$ cat config.mk
export PLATFORM = sky130hd
export DESIGN_NAME = memory_sequencer_flat
export DESIGN_NICKNAME = d
export VERILOG_FILES = /design/src/rtl/memory_sequencer_if.sv /design/src/rtl/memory_sequencer.sv /design/src/flat_wrapper.sv
export SDC_FILE = /design/constraint.sdc
export NUM_CORES = 1
export LEC_CHECK = 0
export CAP_MARGIN = 0
export CORE_AREA = 2 2 102 104
export CTS_CLUSTER_DIAMETER = 200
export DETAILED_ROUTE_END_ITERATION = 10
export DIE_AREA = 0 0 104 106
export GPL_TIMING_DRIVEN = 1
export MAX_ROUTING_LAYER = met4
export SLEW_MARGIN = 20
export SYNTH_ARGS = -nofsm -noshare
export SYNTH_HDL_FRONTEND = slang
export SYNTH_SLANG_ARGS = --single-unit
$ cat constraint.sdc
create_clock -name clock -period 2.16 [get_ports clock]
set_clock_uncertainty 0.1 [all_clocks]
set_input_delay 0.432 -clock clock [delete_from_list [all_inputs] [get_ports clock]]
set_output_delay 0.432 -clock clock [all_outputs]
set_load 0.01 [all_outputs]
$ cat src/rtl/memory_sequencer_if.sv
// Bundle of every signal between the memory sequencer and its neighbours:
// fetch stage 0 (fetch_*/instr_data/block_fetch/pc_advance/halting), the
// memory stage (data_*) and the external 32-bit memory bus (mem_*).
// master = the sequencer itself, slave = everything around it.
interface memory_sequencer_if #(
    parameter int ADDR_WIDTH = 30
);
    logic [ADDR_WIDTH-1:0] fetch_address;
    logic                  fetch_restart;
    logic                  halting;
    logic                  data_req;
    logic                  data_write;
    logic [ADDR_WIDTH-1:0] data_address;
    logic [31:0]           data_wdata;
    logic [31:0]           data_rdata;
    logic                  data_ack;
    logic [31:0]           instr_data;
    logic                  block_fetch;
    logic                  pc_advance;
    logic [ADDR_WIDTH-1:0] mem_address;
    logic                  mem_read;
    logic                  mem_write;
    logic [31:0]           mem_wdata;
    logic [31:0]           mem_rdata;

    modport master (
        input  fetch_address, fetch_restart, halting,
        input  data_req, data_write, data_address, data_wdata,
        input  mem_rdata,
        output data_rdata, data_ack, instr_data, block_fetch, pc_advance,
        output mem_address, mem_read, mem_write, mem_wdata
    );

    modport slave (
        output fetch_address, fetch_restart, halting,
        output data_req, data_write, data_address, data_wdata,
        output mem_rdata,
        input  data_rdata, data_ack, instr_data, block_fetch, pc_advance,
        input  mem_address, mem_read, mem_write, mem_wdata
    );
endinterface

$ cat src/rtl/memory_sequencer.sv
// Purpose: owns the external memory bus; arbitrates instruction fetch vs load/store.
// Latency: every bus access takes WAIT_STATES+1 cycles; fetch word appears on its final cycle.
// Backpressure: data_req waits for the current fetch; block_fetch=1 stalls stage 0 with a NOP.
//
// Ports: clock / reset (async, active-low) plus bus (memory_sequencer_if.master):
//   fetch_address/fetch_restart/halting in, instr_data/block_fetch/pc_advance out;
//   data_req/data_write/data_address/data_wdata in, data_rdata/data_ack out;
//   mem_address/mem_read/mem_write/mem_wdata out, mem_rdata in.
module memory_sequencer #(
    parameter int ADDR_WIDTH  = 30,
    parameter int WAIT_STATES = 0
) (
    input  logic                clock,
    input  logic                reset,
    memory_sequencer_if.master  bus
);

    localparam logic [1:0] ST_FETCH  = 2'd0;
    localparam logic [1:0] ST_DATA   = 2'd1;
    localparam logic [1:0] ST_HALTED = 2'd2;

    localparam logic [3:0] WAIT_RELOAD = 4'(WAIT_STATES);

    logic [1:0] state;
    logic [3:0] wait_count;
    logic       last_cycle;

    assign last_cycle = (wait_count == 4'd0);

    // Read data is routed straight through; block_fetch / data_ack qualify it.
    assign bus.instr_data = bus.mem_rdata;
    assign bus.data_rdata = bus.mem_rdata;

    // Outputs decode from state. They are also gated by reset so the bus is
    // idle the moment reset is asserted, even though the reset state is FETCH.
    always_comb begin
        bus.mem_address = '0;
        bus.mem_read    = 1'b0;
        bus.mem_write   = 1'b0;
        bus.mem_wdata   = '0;
        bus.block_fetch = 1'b1;
        bus.pc_advance  = 1'b0;
        bus.data_ack    = 1'b0;
        if (reset) begin
            case (state)
                ST_FETCH: begin
                    bus.mem_address = ADDR_WIDTH'(bus.fetch_address);
                    bus.mem_read    = 1'b1;
                    // A redirect in the completing cycle discards the word.
                    if (last_cycle && !bus.fetch_restart) begin
                        bus.block_fetch = 1'b0;
                        bus.pc_advance  = 1'b1;
                    end
                end
                ST_DATA: begin
                    bus.mem_address = ADDR_WIDTH'(bus.data_address);
                    bus.mem_read    = ~bus.data_write;
                    bus.mem_write   = bus.data_write;
                    bus.mem_wdata   = bus.data_wdata;
                    bus.data_ack    = last_cycle;
                end
                default: begin
                    // HALTED: bus idle, stage 0 sees NOPs.
                end
            endcase
        end
    end

    always_ff @(posedge clock or negedge reset) begin
        if (!reset) begin
            state      <= ST_FETCH;
            wait_count <= WAIT_RELOAD;
        end else begin
            case (state)
                ST_FETCH: begin
                    if (bus.fetch_restart) begin
                        wait_count <= WAIT_RELOAD;
                    end else if (!last_cycle) begin
                        wait_count <= wait_count - 4'd1;
                    end else begin
                        // Fetch completes now; data traffic beats halting so
                        // stores issued before the halt still drain.
                        wait_count <= WAIT_RELOAD;
                        if (bus.data_req) begin
                            state <= ST_DATA;
                        end else if (bus.halting) begin
                            state <= ST_HALTED;
                        end
                    end
                end
                ST_DATA: begin
                    if (!last_cycle) begin
                        wait_count <= wait_count - 4'd1;
                    end else begin
                        wait_count <= WAIT_RELOAD;
                        state      <= bus.halting ? ST_HALTED : ST_FETCH;
                    end
                end
                ST_HALTED: begin
                    // Only memory-stage traffic can wake the bus; fetching
                    // never resumes without a reset.
                    if (bus.data_req) begin
                        state      <= ST_DATA;
                        wait_count <= WAIT_RELOAD;
                    end
                end
                default: begin
                    state      <= ST_FETCH;
                    wait_count <= WAIT_RELOAD;
                end
            endcase
        end
    end

endmodule

$ cat src/flat_wrapper.sv
// flat-port wrapper written by rule: the top's interface ports become plain ports
module memory_sequencer_flat 
#(
    parameter int ADDR_WIDTH  = 30,
    parameter int WAIT_STATES = 0
)
  (clock, reset, bus_fetch_address, bus_fetch_restart, bus_halting, bus_data_req, bus_data_write, bus_data_address, bus_data_wdata, bus_mem_rdata, bus_data_rdata, bus_data_ack, bus_instr_data, bus_block_fetch, bus_pc_advance, bus_mem_address, bus_mem_read, bus_mem_write, bus_mem_wdata);
  memory_sequencer_if #(.ADDR_WIDTH(ADDR_WIDTH)) bus_i ();
  input  logic clock;
  input  logic reset;
  input wire logic [$bits(bus_i.fetch_address)-1:0] bus_fetch_address;
  input wire logic [$bits(bus_i.fetch_restart)-1:0] bus_fetch_restart;
  input wire logic [$bits(bus_i.halting)-1:0] bus_halting;
  input wire logic [$bits(bus_i.data_req)-1:0] bus_data_req;
  input wire logic [$bits(bus_i.data_write)-1:0] bus_data_write;
  input wire logic [$bits(bus_i.data_address)-1:0] bus_data_address;
  input wire logic [$bits(bus_i.data_wdata)-1:0] bus_data_wdata;
  input wire logic [$bits(bus_i.mem_rdata)-1:0] bus_mem_rdata;
  output wire logic [$bits(bus_i.data_rdata)-1:0] bus_data_rdata;
  output wire logic [$bits(bus_i.data_ack)-1:0] bus_data_ack;
  output wire logic [$bits(bus_i.instr_data)-1:0] bus_instr_data;
  output wire logic [$bits(bus_i.block_fetch)-1:0] bus_block_fetch;
  output wire logic [$bits(bus_i.pc_advance)-1:0] bus_pc_advance;
  output wire logic [$bits(bus_i.mem_address)-1:0] bus_mem_address;
  output wire logic [$bits(bus_i.mem_read)-1:0] bus_mem_read;
  output wire logic [$bits(bus_i.mem_write)-1:0] bus_mem_write;
  output wire logic [$bits(bus_i.mem_wdata)-1:0] bus_mem_wdata;
  assign bus_i.fetch_address = bus_fetch_address;
  assign bus_i.fetch_restart = bus_fetch_restart;
  assign bus_i.halting = bus_halting;
  assign bus_i.data_req = bus_data_req;
  assign bus_i.data_write = bus_data_write;
  assign bus_i.data_address = bus_data_address;
  assign bus_i.data_wdata = bus_data_wdata;
  assign bus_i.mem_rdata = bus_mem_rdata;
  assign bus_data_rdata = bus_i.data_rdata;
  assign bus_data_ack = bus_i.data_ack;
  assign bus_instr_data = bus_i.instr_data;
  assign bus_block_fetch = bus_i.block_fetch;
  assign bus_pc_advance = bus_i.pc_advance;
  assign bus_mem_address = bus_i.mem_address;
  assign bus_mem_read = bus_i.mem_read;
  assign bus_mem_write = bus_i.mem_write;
  assign bus_mem_wdata = bus_i.mem_wdata;
  memory_sequencer #(.ADDR_WIDTH(ADDR_WIDTH), .WAIT_STATES(WAIT_STATES)) u_core (.clock(clock), .reset(reset), .bus(bus_i));
endmodule
# [After elaboration in Yosys (flattened, before gate mapping)]
# Index checks and enable logic that the tools add are counted.
[word_totals] in_bits=130 regBits=6 word_cells=44
[classes] bitwise_logic=1 n_reduce_logical=5 addsub=1 muxes=28 eq_ne=7
[op_table] op="32-bit 2-to-1 mux" count=2
[op_table] op="30-bit case mux with 2 select lines" count=1
[op_table] op="30-bit 2-to-1 mux" count=1
[op_table] op="2-bit 2-to-1 mux" count=7
[op_table] op="4-bit 2-to-1 mux" count=3
[op_table] op="4-bit case mux with 3 select lines" count=1
[op_table] op="1-bit 2-to-1 mux" count=11
[op_table] op="2-bit case mux with 3 select lines" count=1
[op_table] op="5-bit AND reduction" count=1
[op_table] op="4-bit zero test" count=1
[op_table] op="2-bit by 1-bit != test with 1-bit output (second input constant)" count=2
[op_table] op="2-bit != test (second input constant)" count=2
[op_table] op="4-bit by 1-bit subtractor with 4-bit output (second input constant)" count=1
[op_table] op="3-bit != test (second input constant)" count=1
[op_table] op="2-bit by 1-bit equality test with 1-bit output (second input constant)" count=1
[op_table] op="2-bit equality test (second input constant)" count=1
[op_table] op="2-bit zero test" count=1
[op_table] op="1-bit case mux with 2 select lines" count=1
[op_table] op="1-bit logical AND" count=1
[op_table] op="1-bit zero test" count=1
[op_table] op="1-bit inverter" count=1

# [Longest topological paths before layout]
# Gate-level depths: netlist of the first run.
[depth] depth_word=5 depth_mapped=6 mapped_depth_nobuf=5

# [Worst setup path before layout of the first run]
# Ideal clock, no wire load.
[synth_timing] path_kind="register to output" startpoint="register u_core.wait_count[0]" endpoint="output port bus_block_fetch" stages_incl_launch_ff=6 required_time_ps=1628 n_path_buf=0 setup_slack_ps=203 arrival_time_ps=1425 path_cell_list="dfrtp_1 -> inv_1 -> ha_1 -> or3b_1 -> nor4_2 -> inv_1"
[synth_via] elab_chain_len=5
[synth_rtl] element="from (decl)" line="memory_sequencer.sv:25" rtl="logic [3:0] wait_count;"
[synth_rtl] element="from (signal assigned)" line="memory_sequencer.sv:79" rtl="wait_count <= wait_count - 4'd1;"
[synth_rtl] element="from (signal assigned)" line="memory_sequencer.sv:93" rtl="wait_count <= wait_count - 4'd1;"
[synth_rtl] element="4-bit zero test" line="memory_sequencer.sv:28" rtl="assign last_cycle = (wait_count == 4'd0);"
[synth_rtl] element="1-bit logical AND" line="memory_sequencer.sv:50" rtl="if (last_cycle && !bus.fetch_restart) begin"
[synth_rtl] element="1-bit 2-to-1 mux" line="memory_sequencer.sv:50"
[synth_rtl] element="1-bit 2-to-1 mux" line="memory_sequencer.sv:45" rtl="case (state)"
[synth_rtl] element="1-bit 2-to-1 mux" line="memory_sequencer.sv:44" rtl="if (reset) begin"
[synth_rtl] element="to (decl)" line="flat_wrapper.sv:22" rtl="output wire logic [$bits(bus_i.block_fetch)-1:0] bus_block_fetch;"
# Every way passes these cells.

# [Worst setup path in the final report of the first run]
[layout_timing] startpoint="register u_core.state[1]" endpoint="output port bus_mem_address[7]"
[layout_via] elab_chain_len=3
[layout_rtl] element="from (decl)" line="memory_sequencer.sv:24" rtl="logic [1:0] state;"
[layout_rtl] element="from (signal assigned)" line="memory_sequencer.sv:96" rtl="state <= bus.halting ? ST_HALTED : ST_FETCH;"
[layout_rtl] element="2-bit by 1-bit equality test with 1-bit output / 2-bit zero test (equally long branches)" line="memory_sequencer.sv:45"
[layout_rtl] element="30-bit case mux with 2 select lines (*)" line="memory_sequencer.sv:45"
[layout_rtl] element="30-bit 2-to-1 mux (*)" line="memory_sequencer.sv:44"
[layout_rtl] element="to (decl)" line="flat_wrapper.sv:24" rtl="output wire logic [$bits(bus_i.mem_address)-1:0] bus_mem_address;"
# Every way passes the cells marked *; elsewhere a longest branch is shown, timed or not.

==> key figures, run 1 <==
Status
  • Status: complete, but fails checks
  • Failing checks: setup timing

Timing
  • Final setup viols: 7
  • Final cycle utilization of the critical path: 1.01
  • Final worst slack: -25.0 ps
  • Fin. Hold Viols: 0
  • Max-slew violations: 0
  • Worst Tran Pin Value: about 280 ps
  • RSZ-0062 raised after global routing: yes
  • Rel. slew slack: 0.814
  • Max frequency: 458 MHz
  • Clock period minus worst slack: 2180 ps
  • Hold Worst Slack: about 140 ps

Final layout
  • Layout Nets: 441
  • Syn-to-layout area delta: 114%
  • ANT cells: 0
  • Final Non-Filler Cells: 444
  • Commonest cells after routing, fill and taps aside: clkdlybuf4s50_1, and3_1, buf_2
  • FILL cells: ~1100
  • Share of cells above drive strength 1: 0.305
  • Fin util: 0.308
  • Most common cell after layout, fill and taps aside: clkdlybuf4s50_1

Die
  • Die Ht: 106 um
  • Die Width: 104 um
  • Io pins: 261
  • Total die area: around 11000 um2
  • FP Rows: 37
  • Starting Density: 0.144
  • Core box area: 10000 um2

Synth
  • Multiplexer share of the synthesized area: 0.00697
  • Area share of and/or/nand/nor cells after synthesis: 0.234
  • Sequential cell area fraction in the yosys report: 0.105
  • Synthesized area: around 1400 um2
  • Synth Area in Compound Gates: 0.226
  • Yosys warning total: 0
  • Synth Instances: roughly 180
  • Post-Syn Nets: 312
  • Adder-Cell Fraction of Synth Area: 0.00871
  • Register bit total from synthesis: 6
  • Yosys cell types: 29
  • Syn_area_per_cell: 7.94 um2
  • Xor/xnor cell area share of the yosys netlist: 0.00610
  • Largest family of logic cells by synthesized area: buffers and inverters

Clock tree
  • Clk buf depth: 2
  • Clock latency on the worst-skew pair: 220 ps
  • CTS tree: yes
  • Clock sink count: 6
  • CTS root buffer: clkbuf_8
  • Number of buffers created by CTS: 3
  • H-tree depth: 1
  • CTS Hold Bufs: 0
  • Reg clk slew, reported paths: roughly 40 ps

Pwr
  • Comb power frac: 0.844
  • Clock share of power: 0.074
  • Internal Power: 1.40 mW
  • Total power: 2.29 mW
  • Psw: ~0.89 mW
  • Peak VDD IR: between 0.0002 and 0.00025 V
  • Static Leak: between 1.5 and 2 nW
  • Switch share: 0.389
  • Pwr per Cell Area: roughly 740 nW/um2
  • Seq pwr share: 0.082

Worst hold path
  • Min-delay worst type: in2async

Drt
  • Via count: 1852
  • Final WL: 7240 um
  • WL per Instance: 16.3 um
  • Detailed Routing Iterations Pass 1: 4
  • Vias/cell: 4.17
  • DRC Markers: 0
  • Final ANT Viol Nets: 0
  • Initial drt markers: 84

Critical path
  • CP arrival: roughly 1700 ps
  • CP Max Fanout: 5
  • WP data required: 1630 ps
  • Crit Path Class: reg2out
  • CP Launch Type: flip-flop
  • CP Capture Type: output port

Global route
  • Initial antenna violation count: 0
  • Tot GR Track Use: 0.124
  • Grt ovf: 0
  • Vias in the first global route: 1949
  • Pin count of the biggest net entering global routing: 27
  • First-pass GRT wire length: 10700 um

Placement
  • Placed Cells: 420
  • Port Buffers: 164
  • DP HPWL: around 5100 um
  • RePlAce Congestion: 0.823

Job
  • Max-cap check violation count: 0
## flip-flops by register name (all words and copies together), names as in the netlist
register,cells
u_core.wait_count,4
u_core.state,2
## worst paths after layout
kind / from / endpoint / slack, ps / cells after the start
max: u_core.state[1] / bus_mem_address[7] / -20 / 7
min: reset / u_core.state[0] / 140 / 3
max reg2reg: u_core.state[1] / u_core.wait_count[2] / 580 / 6
min reg2reg: u_core.wait_count[1] / u_core.wait_count[1] / 500 / 2
max in group asynchronous: reset / u_core.wait_count[0] / 1700 / 3
min in group clock: u_core.wait_count[1] / u_core.wait_count[1] / 500 / 2
## stage by stage
stage,cell area (um2),worst slack [ps],setup TNS (ps)
2_1_floorplan,1440,203,0
3_3_place_gp,2840,-563,-30180
3_5_place_dp,2840,-566,-30740
4_1_cts,3070,-73.4,-120
5_1_grt,3080,-61.2,-1010
6_report,3080,-25.0,-95.0
## power groups by stage
stage / clock (mW) / sequential (mW) / combinational (mW)
2_1_floorplan: 0 / 0.179 / 0.864
3_3_place_gp: 0 / 0.184 / 1.61
3_5_place_dp: 0 / 0.187 / 1.62
4_1_cts: 0.171 / 0.185 / 1.92
5_1_grt: 0.183 / 0.191 / 2.06
6_report: 0.170 / 0.188 / 1.93
## synthesized netlist by cell type, drive strengths merged
cell type,n,area (um2)
a211o,1,8.76
a21oi,1,5.00
a22o,30,263
a32o,1,10.0
and2,1,8.76
and3,34,213
buf,73,557
clkbuf,6,22.5
dfrtp,6,150
ha,1,12.5
inv,4,15.0
mux2i,1,10.0
nand2,1,3.75
nand2b,1,13.8
nand3b,1,7.51
nor2,3,11.3
nor2b,4,32.5
nor3,1,5.00
nor4,1,12.5
nor4b,1,8.76
o21ai,2,10.0
o22ai,2,12.5
o31ai,2,15.0
or3b,2,20.0
xnor2,1,8.76
## area by class of cell
| type | count | area, um2 | area share |
|---|---|---|---|
| repair buffers | 203 | 1950 | 0.634 |
| multi-input cells | 92 | 749 | 0.244 |
| well taps | 136 | 170 | 0.0553 |
| flip-flops and latches | 6 | 150 | 0.0488 |
| clock buffers | 3 | 41.3 | 0.0134 |
| inverters | 4 | 15.0 | 0.00488 |
## cells by family (layout without fill, tap and decap cells)
| logic type | after synthesis | after routing |
|---|---|---|
| buffers and inverters | 83 | 210 |
| and+or+nand+nor | 50 | 50 |
| AOI/OAI and AO/OA | 39 | 39 |
| DFF | 6 | 6 |
| adders and majority gates | 1 | 1 |
| xor gates and xnor gates | 1 | 1 |
| muxes | 1 | 1 |
## what timing repair did
action,in CTS,in global routing
buffers inserted,12,4
gates cloned,7,0
endpoints found under the setup margin,67,49
gates resized for setup,183,30
pin swaps,12,10
## critical path: stages, from the launching register on
cell	delay (ps)
dfrtp_1	410
nor2b_4	60
buf_6	110
and2_4	190
buf_4	150
buf_4	140
a22o_1	230
buf_2	140
## per-layer routing
layer,part of all wire,wire (um),GRT usage,vias to the layer above
li1,-,-,-,839
met1,0.39,2810,0.135,839
met2,0.49,3520,0.220,149
met3,0.10,757,0.0331,25
met4,0.021,155,0.0444,0
met5,0,0,-,-
Power figures use the tool's default switching activity.
==> run 2: changes to the inputs <==
CTS_CLUSTER_SIZE = 20   (was not set)
SLEW_MARGIN = not set   (was 20)
==> results of run 2 <==
Final layout, timing and power as in run 1 (identical DEF).
==> run 3: changes to the inputs <==
CELL_PAD_IN_SITES_DETAIL_PLACEMENT = 1   (was not set)
CELL_PAD_IN_SITES_GLOBAL_PLACEMENT = 2   (was not set)
CORE_AREA = not set   (was 2 2 102 104)
CORE_ASPECT_RATIO = 1.2   (was not set)
CORE_UTILIZATION = 10   (was not set)
DIE_AREA = not set   (was 0 0 104 106)
PLACE_DENSITY_LB_ADDON = 0.1   (was not set)
==> key figures, run 3 (synthesized netlist as in run 1, its figures left out) <==
Critical path
  • CP Launch Type: flip-flop (unchanged)
  • WP data required: 1630 ps (about the same)
  • Reg2reg setup slack: 500 ps (was 580 ps)
  • CP max stage delay: 390 ps (was 410 ps)
  • CP arrival: 1640 ps (was 1650 ps)
  • Slowest stage cell, crit path: or3b_4 (was dfrtp_1)
  • CP Cell Sequence: inv_2, ha_4, or3b_4, nor4_4, buf_4, buf_6 (was nor2b_4, buf_6, and2_4, buf_4, buf_4, a22o_1, buf_2)
  • CP Capture Type: output port (unchanged)
  • Crit Path Class: reg2out (unchanged)
  • CP Max Fanout: 2 (was 5)

Final layout
  • FILL cells: 1656 (was 1075)
  • Layout Nets: 446 (was 441)
  • ANT cells: 0 (unchanged)
  • Most common cell after layout, fill and taps aside: clkdlybuf4s50_1 (unchanged)
  • Register area: 153 um2 (was 150 um2)
  • Commonest cells after routing, fill and taps aside: clkdlybuf4s50_1, and3_1, a22o_1, buf_2, buf_4 (was clkdlybuf4s50_1, and3_1, buf_2)
  • Syn-to-layout area delta: 116% (was 114%)
  • Share of cells above drive strength 1: 0.355 (was 0.305)
  • Largest register by flop count: u_core.wait_count (unchanged)
  • Finished Cell Area: 3100 um2 (was 3080 um2)
  • Area taken by multi-input logic gates: 723 um2 (was 749 um2)
  • Fin util: 0.222 (was 0.308)
  • Max reg flops: 4 (unchanged)
  • Biggest regs: u_core.wait_count (4), u_core.state (2) (unchanged)

Placement
  • DP HPWL: 5480 um (was 5050 um)
  • DP Area: 2930 um2 (was 2840 um2)
  • Port Buffers: 164 (unchanged)
  • RePlAce Congestion: 0.672 (was 0.823)
  • Pre-CTS setup slack: -586 ps (was -566 ps)

Global route
  • Grt ovf: 0 (unchanged)
  • Pin count of the biggest net entering global routing: 27 (unchanged)
  • Tot GR Track Use: 0.0991 (was 0.124)
  • Vias in the first global route: 2023 (was 1949)
  • Initial antenna violation count: 0 (unchanged)
  • First-pass GRT wire length: 11200 um (was 10700 um)

Timing
  • Max-slew violations: 0 (unchanged)
  • Fin. Hold Viols: 0 (unchanged)
  • Final worst slack: -14.6 ps (was -25.0 ps)
  • Max frequency: 460 MHz (was 458 MHz)
  • Hold Worst Slack: 107 ps (was 140 ps)
  • Final cycle utilization of the critical path: 1.01 (about the same)
  • RSZ-0062 raised after global routing: yes (unchanged)
  • Clock period minus worst slack: 2170 ps (was 2180 ps)
  • Final setup viols: 1 (was 7)
  • Rel. slew slack: 0.798 (was 0.814)
  • Worst Tran Pin Value: 299 ps (was 276 ps)

Status
  • Failing checks: DRC, setup timing (was setup timing)
  • Status: complete, but fails checks (unchanged)

Job
  • Max-cap check violation count: 0 (unchanged)

Die
  • Die Width: 111 um (was 104 um)
  • Io pins: 261 (unchanged)
  • Total die area: 14800 um2 (was 11000 um2)
  • Starting Density: 0.103 (was 0.144)
  • FP Rows: 47 (was 37)
  • Die Ht: 133 um (was 106 um)
  • Core box area: 13900 um2 (was 10000 um2)

Clock tree
  • Clock latency on the worst-skew pair: 230 ps (was 220 ps)
  • CTS root buffer: clkbuf_16 (was clkbuf_8)
  • Clock sink count: 6 (unchanged)
  • Number of buffers created by CTS: 3 (unchanged)
  • H-tree depth: 1 (unchanged)
  • Reg clk slew, reported paths: 40 ps (about the same)
  • CTS tree: yes (unchanged)
  • Clk buf depth: 2 (unchanged)

Drt
  • Final WL: 7680 um (was 7240 um)
  • Detailed Routing Iterations Pass 1: 7 (was 4)
  • Final ANT Viol Nets: 0 (unchanged)
  • Initial drt markers: 93 (was 84)
  • Vias/cell: 3.83 (was 4.17)
  • Via count: 1854 (was 1852)
  • WL per Instance: 15.9 um (was 16.3 um)
  • DRC Markers: 48 (was 0)

Pwr
  • Total power: 2.40 mW (was 2.29 mW)
  • Pwr per Cell Area: 774 nW/um2 (was 743 nW/um2)
  • Static Leak: 1.53 nW (was 1.57 nW)
  • Peak VDD IR: 0.000230 V (was 0.000218 V)

Worst hold path
  • Min-delay worst type: in2async (unchanged)
run 3: cell type report:
type	instances	area share
Timing Repair Buffer	208	0.619
Clock buffer	3	0.0242
Inverter	4	0.00485
Sequential cell	6	0.0493
Multi-Input combinational cell	92	0.234
Tap cell	171	0.0691
run 3: repair_timing:
action                                 4_1_cts  5_1_grt
setup endpoints to repair                   67       55
hold buffers                                 1        0
setup buffers                               14        1
cloned                                       4        1
endpoints found under the hold margin        2        0
gates resized for setup                    203       38
pin swaps                                    9        2
run 3: power by group:
group | internal, mW | total [mW] | switching (mW)
clock | 0.238 | 0.305 | 0.0673
combinational | 1.10 | 1.89 | 0.794
sequential | 0.155 | 0.199 | 0.0438
run 3: metrics by stage:
stage               cells  setup TNS [ps]
global placement      461          -33300
detailed placement    461          -32610
finish                484           -14.6
global route          484            -170
floorplan             181               0
CTS                   483            -249
run 3: layer usage:
metal | up-vias | wire length (um) | global-route usage
li1 | 850 | - | -
met1 | 831 | 2590 | 0.0978
met2 | 150 | 3870 | 0.185
met3 | 23 | 1060 | 0.0259
met4 | 0 | 161 | 0.0368
met5 | - | 0 | -
run 3: critical path, delay by kind of cell, from the launching register on:
family	cells	cell delay, ps
fa+ha+maj	1	140
buf+inv	3	330
flops	1	380
simple gates	2	540
run 3: final timing paths:
path | startpoint | cells past startpoint | endpoint
worst max-delay path | u_core.wait_count[0] | 6 | bus_pc_advance
worst min-delay path | reset | 3 | u_core.state[0]
worst max register to register | u_core.wait_count[0] | 7 | u_core.wait_count[3]
worst min register to register | u_core.wait_count[2] | 2 | u_core.wait_count[2]
max in group asynchronous | reset | 3 | u_core.wait_count[1]
min in group clock | u_core.wait_count[2] | 2 | u_core.wait_count[2]
